--- config.mk ---
export PLATFORM = sky130hd
export DESIGN_NAME = bcd_display_ctrl
export DESIGN_NICKNAME = d
export VERILOG_FILES = /design/src/rtl/bcd_display_ctrl.sv
export SDC_FILE = /design/constraint.sdc
export NUM_CORES = 1
export LEC_CHECK = 0
export ABC_CLOCK_PERIOD_IN_PS = 3400
export BUFFER_PORTS_ARGS = -buffer_cell sky130_fd_sc_hd__buf_4
export CORE_MARGIN = 5
export CORE_UTILIZATION = 62
export DETAILED_ROUTE_END_ITERATION = 12
export HOLD_SLACK_MARGIN = 0.15
export PLACE_DENSITY_LB_ADDON = 0.05
export SYNTH_ARGS = -nofsm -noshare
export SYNTH_HDL_FRONTEND = slang
export SYNTH_SLANG_ARGS = --single-unit
--- constraint.sdc ---
create_clock -name CLOCK_50 -period 3.4 [get_ports CLOCK_50]
set_input_delay 0.34 -clock CLOCK_50 [delete_from_list [all_inputs] [get_ports CLOCK_50]]
set_output_delay 0.34 -clock CLOCK_50 [all_outputs]
set_load 0.02 [all_outputs]
--- src/rtl/bcd_display_ctrl.sv ---
// bcd_display_ctrl
//   Four-digit 7-segment display driver for a 14-bit binary value.
//   A programmable divider produces clk_div and a sample strobe on its rising
//   transition; each strobe latches the (saturated) input and runs a 14-step
//   sequential double-dabble conversion, then updates the registered BCD digits.
//   Optional build macro: BLANK_LEADING_ZEROS_EN (blank leading-zero digits).
module bcd_display_ctrl #(
  parameter int unsigned DIV   = 2499,
  parameter int unsigned DIV_W = 16
) (
  input  logic        CLOCK_50,
  input  logic        rst,
  input  logic [13:0] bin,
  output logic        clk_div,
  output logic        busy,
  output logic [3:0]  bcd3,
  output logic [3:0]  bcd2,
  output logic [3:0]  bcd1,
  output logic [3:0]  bcd0,
  output logic [6:0]  HEX3_D,
  output logic [6:0]  HEX2_D,
  output logic [6:0]  HEX1_D,
  output logic [6:0]  HEX0_D
);

  localparam logic [DIV_W-1:0] DIV_TC   = DIV_W'(DIV);
  localparam logic [13:0]      BIN_MAX  = 14'd9999;
  localparam logic [3:0]       LAST_IT  = 4'd13;

  typedef enum logic {
    S_IDLE,
    S_CONV
  } state_t;

  // Divider state
  logic [DIV_W-1:0] cnt;
  logic             strobe;

  // Converter state and next-state
  state_t      state, state_n;
  logic [3:0]  iter, iter_n;
  logic [13:0] sat, sat_n;
  logic [15:0] scratch, scratch_n;
  logic [15:0] bcd_q, bcd_n;

  // Datapath helpers for one double-dabble iteration
  logic [15:0] adj;
  logic [29:0] shifted;

  // Free-running divider: clk_div toggles every DIV+1 clocks
  always_ff @(posedge CLOCK_50 or posedge rst) begin
    if (rst) begin
      cnt     <= '0;
      clk_div <= 1'b0;
    end else if (cnt == DIV_TC) begin
      cnt     <= '0;
      clk_div <= ~clk_div;
    end else begin
      cnt     <= cnt + 1'b1;
    end
  end

  // Sample strobe on the clock where clk_div is about to go 0->1
  always_comb begin
    strobe = (cnt == DIV_TC) && !clk_div;
  end

  // Converter state register
  always_ff @(posedge CLOCK_50 or posedge rst) begin
    if (rst) begin
      state   <= S_IDLE;
      iter    <= '0;
      sat     <= '0;
      scratch <= '0;
      bcd_q   <= '0;
    end else begin
      state   <= state_n;
      iter    <= iter_n;
      sat     <= sat_n;
      scratch <= scratch_n;
      bcd_q   <= bcd_n;
    end
  end

  // One double-dabble step: add 3 to every nibble >= 5, then shift {bcd,sat} left
  always_comb begin
    adj = scratch;
    for (int unsigned i = 0; i < 4; i++) begin
      if (scratch[4*i +: 4] >= 4'd5) begin
        adj[4*i +: 4] = scratch[4*i +: 4] + 4'd3;
      end
    end
    shifted = {adj, sat} << 1;
  end

  // Converter next-state: sample on strobe, iterate 14 times, publish result
  always_comb begin
    state_n   = state;
    iter_n    = iter;
    sat_n     = sat;
    scratch_n = scratch;
    bcd_n     = bcd_q;
    unique case (state)
      S_IDLE: begin
        if (strobe) begin
          sat_n     = (bin > BIN_MAX) ? BIN_MAX : bin;
          scratch_n = '0;
          iter_n    = '0;
          state_n   = S_CONV;
        end
      end
      S_CONV: begin
        scratch_n = shifted[29:14];
        sat_n     = shifted[13:0];
        iter_n    = iter + 1'b1;
        if (iter == LAST_IT) begin
          // Result goes straight from the final shift to the output register,
          // so partial values in scratch are never visible on bcd3..0.
          bcd_n   = shifted[29:14];
          state_n = S_IDLE;
        end
      end
      default: begin
        state_n = S_IDLE;
      end
    endcase
  end

  // Status and registered digit outputs
  always_comb begin
    busy = (state == S_CONV);
    bcd3 = bcd_q[15:12];
    bcd2 = bcd_q[11:8];
    bcd1 = bcd_q[7:4];
    bcd0 = bcd_q[3:0];
  end

  // Full hex table, active-low {g,f,e,d,c,b,a}
  function automatic logic [6:0] seg7(input logic [3:0] d);
    logic [6:0] s;
    unique case (d)
      4'h0: s = 7'h40;
      4'h1: s = 7'h79;
      4'h2: s = 7'h24;
      4'h3: s = 7'h30;
      4'h4: s = 7'h19;
      4'h5: s = 7'h12;
      4'h6: s = 7'h02;
      4'h7: s = 7'h78;
      4'h8: s = 7'h00;
      4'h9: s = 7'h10;
      4'hA: s = 7'h08;
      4'hB: s = 7'h03;
      4'hC: s = 7'h46;
      4'hD: s = 7'h21;
      4'hE: s = 7'h06;
      default: s = 7'h0E;
    endcase
    return s;
  endfunction

`ifdef BLANK_LEADING_ZEROS_EN
  logic blank3, blank2, blank1;

  // Segment decode with leading-zero blanking; the units digit is always lit
  always_comb begin
    blank3 = (bcd3 == 4'd0);
    blank2 = blank3 && (bcd2 == 4'd0);
    blank1 = blank2 && (bcd1 == 4'd0);
    HEX3_D = blank3 ? 7'h7F : seg7(bcd3);
    HEX2_D = blank2 ? 7'h7F : seg7(bcd2);
    HEX1_D = blank1 ? 7'h7F : seg7(bcd1);
    HEX0_D = seg7(bcd0);
  end
`else
  // Segment decode of all four digits, leading zeros shown
  always_comb begin
    HEX3_D = seg7(bcd3);
    HEX2_D = seg7(bcd2);
    HEX1_D = seg7(bcd1);
    HEX0_D = seg7(bcd0);
  end
`endif

endmodule

Word-level counts from Yosys, hierarchy flattened
Memories as Yosys holds them, arrays and structs flattened. Cells that the tools add are included.

Memories: 4. Bits in registers: 68. Word-level logic and storage cells: 45. Output and inout port bits: 46. Bits in writable memories: 0. ROM bits: 448. Input bits: 16. Bits in latches: 0.

Memory list: (name not given) (depth 16, width 7, rd ports 1, clocked after memory_dff 0, write ports 0, RTL line 141) `unique case (d)`; (name not given) (depth 16, width 7, rd ports 1, clocked after memory_dff 0, write ports 0, RTL line 141); (name not given) (depth 16, width 7, rd ports 1, clocked after memory_dff 0, write ports 0, RTL line 141); (name not given) (depth 16, width 7, rd ports 1, clocked after memory_dff 0, write ports 0, RTL line 141).

Reduce and logical (&&, ||, !) cells: 3. Eq/ne operators: 3. Shifts and indexed selects: 0. Order comparisons: 5. Mux-type cells: 15. Divide/modulo/power cells: 0. Multipliers: 0. Add/subtract/negate cells: 6. Bitwise logic cells: 2.

Operators with widths (number): $mux W16 (2); $pmux W16 S2 (1); $mux W14 (2); $pmux W14 S2 (1); $add A16 B1 Y16 const B (1); $eq A16 B12 Y1 const B (1); $ge A4 B3 Y1 const B (4); $mux W4 (4); $gt A14 B14 Y1 const B (1); $add A4 B2 Y4 const B (3); $pmux W4 S2 (1); $add A4 B1 Y4 const B (1); $eq A4 B4 Y1 const B (1); $add A3 B2 Y3 const B (1); $mux W3 (1); $mux W1 (2); $ne A2 B2 Y1 const B (1); $not A1 Y1 (2); $pmux W1 S2 (1); $reduce_and A2 Y1 (1); $logic_and A1 B1 Y1 (1); $logic_not A1 Y1 (1).

Longest topological paths before layout
Gate-level depths: netlist (run 1).

Depth after elaboration: 4. Gate-level depth with buffers: 6. Depth with buffers taken out: 6.

Worst setup path after synthesis (run 1)
OpenSTA, ideal clock, no wires.

Path kind: register to register. Start: register cnt[3]. End: register sat[1]. Clock period less this slack: 2058 ps. Required time: 3265 ps. Setup slack: 1342 ps. Cell stages (with the launch flop): 6. Buffers on the path: 1. Arrival: 1923 ps. Setup time: 135 ps. Path through: dfrtp_1 or4_4 buf_6 nor4_4 nor3b_4 a211oi_1.

Word-level cells in the longest chain between the ends: 3.

Ends and longest elaborated chain: from (decl) (RTL line 36) `logic [DIV_W-1:0] cnt;`; from (signal assigned) (RTL line 59) `cnt <= cnt + 1'b1;`; $eq A16 B12 Y1 (RTL line 65) `strobe = (cnt == DIV_TC) && !clk_div;`; $logic_and A1 B1 Y1 (RTL line 65); $ne A2 B2 Y1 (no line); to (signal assigned) (RTL line 79) `sat <= sat_n;`; to (decl) (RTL line 42) `logic [13:0] sat, sat_n;`.

No other way between the ends. A chain may end at the register's enable or synchronous reset.

Final worst setup path (run 1)
Start: register cnt[0]. End: register sat[3].

The elaborated chain is that of the path after synthesis.

==> results.yml, run 1 <==
synth:
  synth.largest_area_cell: "sky130_fd_sc_hd__dfrtp_1"
  syn_inst: 449
  yosysWarnings: 0
  synth-seq-cells: 68
  synth_top_cells_by_area: "sky130_fd_sc_hd__dfrtp_1 40%, sky130_fd_sc_hd__ha_1 10%, sky130_fd_sc_hd__nand2_1 4.7%"
  sequential_cell_area_fraction_in_the_yosys_report_pct: 40.0
  synth_enable_flop_cells: 0
  synthFlopType: "sky130_fd_sc_hd__dfrtp_1"
  count_leader_synth: "sky130_fd_sc_hd__dfrtp_1"
  synth_top_cells_by_count: "68 x sky130_fd_sc_hd__dfrtp_1, 53 x sky130_fd_sc_hd__nand2_1, 40 x sky130_fd_sc_hd__nor2_1"
  synthesis.area_um2: 4260
  syn-mean-instance-area_um2: 9.48
  mappedNetlistNets: 500
  synth-async-reset-ratio_pct: 100
  synth.distinct_cells: 50
  yosysTopAreaCellShare_pct: 40.0
die:
  floorplan.rows: 30
  chipWidth_um: 92.8
  design.portCount: 62
  start_util_pct: 63.3
  floorplan.die_area_um2: 8620
  floorplan.die.height_um: 92.8
  core_area_um2: 6720
routing:
  vias_per_cell: 5.73
  via_count: 3372
  drt_first_pass_iters: 4
  route.final.wire_length_mm: 8.07
  drcViolationCount: 0
  detailedRoute.firstIterationViolations: 182
  drtAntennaViolNets: 0
  detail_route.wl_per_cell_um: 13.7
global_routing:
  grt_pass1_wl_mm: 14.2
  grt_util_all_layers_pct: 20.0
  antenna_found_initial: 0
  number_of_global_route_vias_before_repair: 3270
  grt.overflow.total: 0
  grt_max_degree: 69
sta:
  finalSetupViolCount: 0
  slew-limit-headroom_pct: 45.4
  tightestPinTransition_ns: 0.820
  fin_crit_sh_pct: 69.6
  min_period_ns: 2.36
  fin_setup_tns_ns: 0
  grt_setup_unrepaired: "no"
  fin_skew_ns: 0.00426
  final.hold.worst_slack_ns: 0.209
  slew_viol_final: 0
  hold_viol_final: 0
  fmax_ghz: 0.423
cells_and_area:
  area_delta_synth_final_pct: 16.1
  post_route_cells_drive_above_1_share_pct: 20.7
  multi_input_comb_area_um2: 2360
  nNetsFinal: 555
  ff_latch_area_um2: 1700
  fill_cells: 489
  antenna_cells: 0
worst_setup_path:
  critical_path_peak_fanout: 8
  cpMaxStageDelayCell: "sky130_fd_sc_hd__nor4_4"
  crit_type: "reg2reg"
  cp-start-kind: "register"
  crit_path_end_kind: "register"
  worst_ep_required_time_ns: 3.61
  critical_path.cell_chain: "ha_1 -> nand4bb_1 -> nor4_4 -> nor3b_4 -> a211oi_1"
  cp_slowest_stage_delay_ns: 0.60
  worstPathArrival_ns: 2.57
outcome:
  outcome: "finished clean"
power_and_ir_drop:
  power.ir.vdd_worst_mv: 0.333
  power_per_unit_of_standard_cell_area_nw_per_um2: 290
  static-leakage-power_uw: 0.00226
cts:
  insertion_delay_ns: 0.34
  path_clk_slew_ns: 0.07
  cts_root_buffer_type: "sky130_fd_sc_hd__clkbuf_8"
  cts_resized: 0
  cts_tree: "done"
  post-cts-setup-buffer-count: 0
  clockBufferDepth: 2
  cts_hold_bufs: 0
  cts.sink_count: 68
  cts_inserted_buffers: 9
  cts_max_level: 3
place:
  place_congestion: 0.835
  hpwl_mm: 5.81
  port-buffer-count: 61
worst_hold_path:
  hold_class: "in2reg"
flow_run:
  maxCapViolCount: 0
-- worst max-delay path: cells and delay by family, from the launching register on --
| family | cells | cell delay (ns) |
|---|---|---|
| and+or+nand+nor | 3 | 1.40 |
| DFF | 1 | 0.41 |
| AOI/OAI and AO/OA | 1 | 0.13 |
| adders and majority gates | 1 | 0.30 |
-- through the flow --
step / instances / instance area, µm² / worst slack [ns] / power [µW] / util (%)
final: 588 / 4940 / 1.04 / 1430 / 73.5
after global routing: 588 / 4940 / 0.788 / 1490 / 73.5
after CTS: 588 / 4940 / 1.02 / 1460 / 73.5
after detailed placement: 573 / 4760 / 1.05 / 861 / 70.9
after global placement: 573 / 4760 / 1.14 / 860 / 70.9
after floorplan: 449 / 4260 / 1.34 / 840 / -
-- flip-flops by register name, summed over array words and instances, names as in the netlist --
signal	cells
bcd_q	16
scratch	16
busy	1
cnt	16
clk_div	1
sat	14
iter	4
-- cell type report --
type | count | share of cell area (%)
Multi-Input combinational cell | 331 | 47.9
Inverter | 29 | 2.20
Sequential cell | 68 | 34.4
Timing Repair Buffer | 65 | 9.88
Clock inverter | 4 | 0.507
Clock buffer | 11 | 3.06
Tap cell | 80 | 2.03
-- where the power goes --
group          internal [µW]  switching (µW)  leakage [µW]  total, µW
sequential               809               0      0.000884        809
clock                    298             292     0.0000872        590
combinational           13.3            22.4       0.00129       35.8
total                   1120             315       0.00226       1430
-- cells by family (layout without fill, tap and decap cells) --
kind of cell | Yosys count | in the layout | synth area share, %
flops | 68 | 68 | 40.0
mux | 24 | 24 | 7.12
compound gates | 101 | 101 | 15.4
simple gates | 155 | 155 | 19.3
xor+xnor | 16 | 16 | 3.29
buf+inv | 50 | 109 | 4.65
fa+ha+maj | 35 | 35 | 10.3
-- layout by cell type (no fill, tap or decap), drive strengths merged, types with 10 or more instances in the layout --
master	Yosys	routed
dfrtp	68	68
nor2	40	40
a21oi	12	12
clkbuf	15	11
buf	6	65
ha	35	35
mux2i	10	10
mux2	10	10
inv	28	28
nand2	53	53
o22ai	18	18
a22o	12	12
o21ai	31	31
-- worst paths after layout --
kind	startpoint	to	slack (ns)	depth (start not counted)
setup / recovery	cnt[0]$_DFF_PP0_	sat[3]$_DFFE_PP0P_	1.04	5
hold / removal	bin[6]	sat[6]$_DFFE_PP0P_	0.21	2
setup reg to reg	cnt[0]$_DFF_PP0_	sat[3]$_DFFE_PP0P_	1.04	5
hold reg to reg	cnt[15]$_DFF_PP0_	cnt[15]$_DFF_PP0_	0.46	1
max in group asynchronous	rst	bcd_q[5]$_DFFE_PP0P_	2.62	3
min in group asynchronous	rst	sat[2]$_DFFE_PP0P_	0.24	3
-- metal layers --
layer	part of all wire [%]	global-route usage [%]	up-vias
li1	-	-	1692
met1	47	25.3	1593
met2	47	34.0	78
met3	4.9	4.79	9
met4	1.1	6.11	0
met5	0	0	-
Note: power is estimated with default switching activity, not from simulation.
==> run 2, diff against run 1 <==
--- a/config.mk
+++ b/config.mk
@@ -5,10 +5,10 @@
 export SDC_FILE = /design/constraint.sdc
 export NUM_CORES = 1
 export LEC_CHECK = 0
-export ABC_CLOCK_PERIOD_IN_PS = 3400
+export ABC_CLOCK_PERIOD_IN_PS = 1980
 export BUFFER_PORTS_ARGS = -buffer_cell sky130_fd_sc_hd__buf_4
 export CORE_MARGIN = 5
-export CORE_UTILIZATION = 62
+export CORE_UTILIZATION = 52
 export DETAILED_ROUTE_END_ITERATION = 12
 export HOLD_SLACK_MARGIN = 0.15
 export PLACE_DENSITY_LB_ADDON = 0.05
==> constraint.sdc (replaced) <==
create_clock -name CLOCK_50 -period 1.98 [get_ports CLOCK_50]
set_input_delay 0.198 -clock CLOCK_50 [delete_from_list [all_inputs] [get_ports CLOCK_50]]
set_output_delay 0.198 -clock CLOCK_50 [all_outputs]
set_load 0.02 [all_outputs]
==> run 2 against run 1 <==
- the flow now finishes with violations (negative setup slack)
- worst setup slack worse by 1.1 ns
- hold slack worse by 0.022 ns
- sequential share of layout area is 5.1 points lower
- utilization is 1.4 points lower
- non-clock buffer count is 70 higher
- combinational power is 130% higher
- sequential power is 72% higher
- critical path type is now reg2out
- largest power group unchanged
==> results.yml, run 2 (synthesis gave the netlist of run 1 again) <==
outcome:
  outcome: "finished, violations left"
  violations: "negative setup slack"
cells_and_area:
  area_delta_synth_final_pct: 37.2
  fill_cells: 627
  nNetsFinal: 625
  layout_common_cells: "115 x sky130_fd_sc_hd__buf_4, 60 x sky130_fd_sc_hd__dfrtp_1, 53 x sky130_fd_sc_hd__nand2_1"
  biggestRegsByFlops: "bcd_q (16), cnt (16), scratch (16)"
  leading_cell_type_in_the_layout_fill_and_taps_excluded: "sky130_fd_sc_hd__buf_4"
  antenna_cells: 0
  post_route_cells_drive_above_1_share_pct: 36.1
global_routing:
  grt_max_degree: 52
  grt.overflow.total: 0
  antenna_found_initial: 0
  grt_pass1_wl_mm: 15.8
  number_of_global_route_vias_before_repair: 3541
  grt_util_all_layers_pct: 18.9
worst_setup_path:
  crit_path_end_kind: "output port"
  worst_ep_required_time_ns: 1.78
  critical_path_peak_fanout: 5
  timing.critical_path.to: "HEX1_D[3]"
  rr_worst_depth: 4
  crit_start: "bcd_q[4]$_DFFE_PP0P_"
  critical_path.cell_chain: "clkinv_4 -> ha_4 -> inv_2 -> mux4_2 -> buf_6"
  cp-start-kind: "register"
  worstPathArrival_ns: 1.81
  cp_slowest_stage_delay_ns: 0.45
  critical_path.reg2reg.endpoint: "sat[7]$_DFFE_PP0P_"
  ff2ff_setup_slack_ns: -0.01
  critical_path.reg2reg.startpoint: "clk_div$_DFFE_PP0N_"
  crit_type: "reg2out"
  cpMaxStageDelayCell: "sky130_fd_sc_hd__dfrtp_2"
cts:
  cts_tree: "done"
  cts.sink_count: 68
  insertion_delay_ns: 0.34
  clockBufferDepth: 2
  cts_max_level: 3
  path_clk_slew_ns: 0.07
  cts_root_buffer_type: "sky130_fd_sc_hd__clkbuf_8"
  cts_inserted_buffers: 9
die:
  design.portCount: 62
  floorplan.die_area_um2: 10100
  start_util_pct: 52.6
  floorplan.rows: 33
  chipWidth_um: 100
  core_area_um2: 8090
  floorplan.die.height_um: 100
sta:
  fin_setup_tns_ns: -0.0530
  grt_setup_unrepaired: "yes"
  min_period_ns: 2.01
  fmax_ghz: 0.498
  finalSetupViolCount: 4
  hold_viol_final: 0
  slew-limit-headroom_pct: 71.0
  tightestPinTransition_ns: 0.435
  final.hold.worst_slack_ns: 0.187
  fin_skew_ns: 0.00773
  slew_viol_final: 0
  fin_crit_sh_pct: 101
  final_setup_slack_of_the_worst_path_ns: -0.0273
power_and_ir_drop:
  power.ir.vdd_worst_mv: 0.440
  static-leakage-power_uw: 0.00266
  power_per_unit_of_standard_cell_area_nw_per_um2: 432
routing:
  detail_route.wl_per_cell_um: 14.0
  drcViolationCount: 0
  drt_first_pass_iters: 4
  route.final.wire_length_mm: 9.55
  via_count: 3683
  vias_per_cell: 5.38
  drtAntennaViolNets: 0
  detailedRoute.firstIterationViolations: 93
flow_run:
  maxCapViolCount: 0
place:
  place_congestion: 0.808
  port-buffer-count: 61
  hpwl_mm: 6.25
worst_hold_path:
  hold_class: "in2reg"
## run 2: cell count changes in the layout (fill, tap and decap cells not counted), sizes merged
| cell | delta |
|---|---|
| inv | -2 |
| clkbuf | +1 |
| dlygate4sd3 | +10 |
| buf | +60 |
| clkinv | +2 |
## run 2: worst min path at each step
stage | slack, ns | depth (start not counted) | from | to
global route | 0.20 | 3 | bin[13] | sat[13]$_DFFE_PP0P_
global placement | 0.22 | 2 | rst | bcd_q[0]$_DFFE_PP0P_
finish | 0.19 | 3 | bin[13] | sat[13]$_DFFE_PP0P_
detailed placement | 0.22 | 2 | rst | bcd_q[0]$_DFFE_PP0P_
floorplan | 0.31 | 1 | bin[4] | sat[4]$_DFFE_PP0P_
CTS | 0.18 | 3 | bin[13] | sat[13]$_DFFE_PP0P_
## run 2: where the power goes
| group | internal (µW) | total, µW | switching [µW] |
|---|---|---|---|
| logic | 38.8 | 81.5 | 42.6 |
| registers | 1390 | 1390 | 0 |
| clock network | 551 | 1050 | 504 |
## run 2: layout make-up
| type | count | area, µm² | area share, % |
|---|---|---|---|
| well taps | 105 | 131 | 2.25 |
| clock buffers | 12 | 165 | 2.83 |
| repair buffers | 135 | 1080 | 18.6 |
| inverters | 29 | 130 | 2.23 |
| flip-flops and latches | 68 | 1710 | 29.3 |
| multi-input cells | 331 | 2590 | 44.4 |
| clock inverters | 4 | 22.5 | 0.386 |
## run 2: worst max-delay path, delay by kind of cell (launching register included)
family | cells | cell delay, ns
flops | 1 | 0.45
mux | 1 | 0.45
buf+inv | 3 | 0.30
fa+ha+maj | 1 | 0.28
## run 2: per-layer routing
metal,track usage (%),share of wire (%)
met5,0,0
met2,32.5,49
met3,3.74,4.2
met1,24.0,46
met4,5.80,0.97
## run 2: metrics by stage
stage	power (µW)	instance area, µm²	worst slack, ns	util, %	cells
after floorplan	1440	4270	-0.0277	-	449
after global placement	1480	5040	0.0116	62.3	628
after CTS	2560	5600	-0.0317	69.2	669
after global routing	2630	5840	-0.0877	72.2	684
after detailed placement	1480	5040	-0.0254	62.3	628
final	2520	5840	-0.0273	72.2	684
## run 2: repair_timing
| action | CTS | global route |
|---|---|---|
| hold buffers | 10 | 0 |
| setup endpoints to repair | 16 | 43 |
| pin swaps | 1 | 6 |
| gates resized for setup | 45 | 30 |
| hold endpoints to repair | 26 | 0 |
| buffers inserted | 15 | 15 |
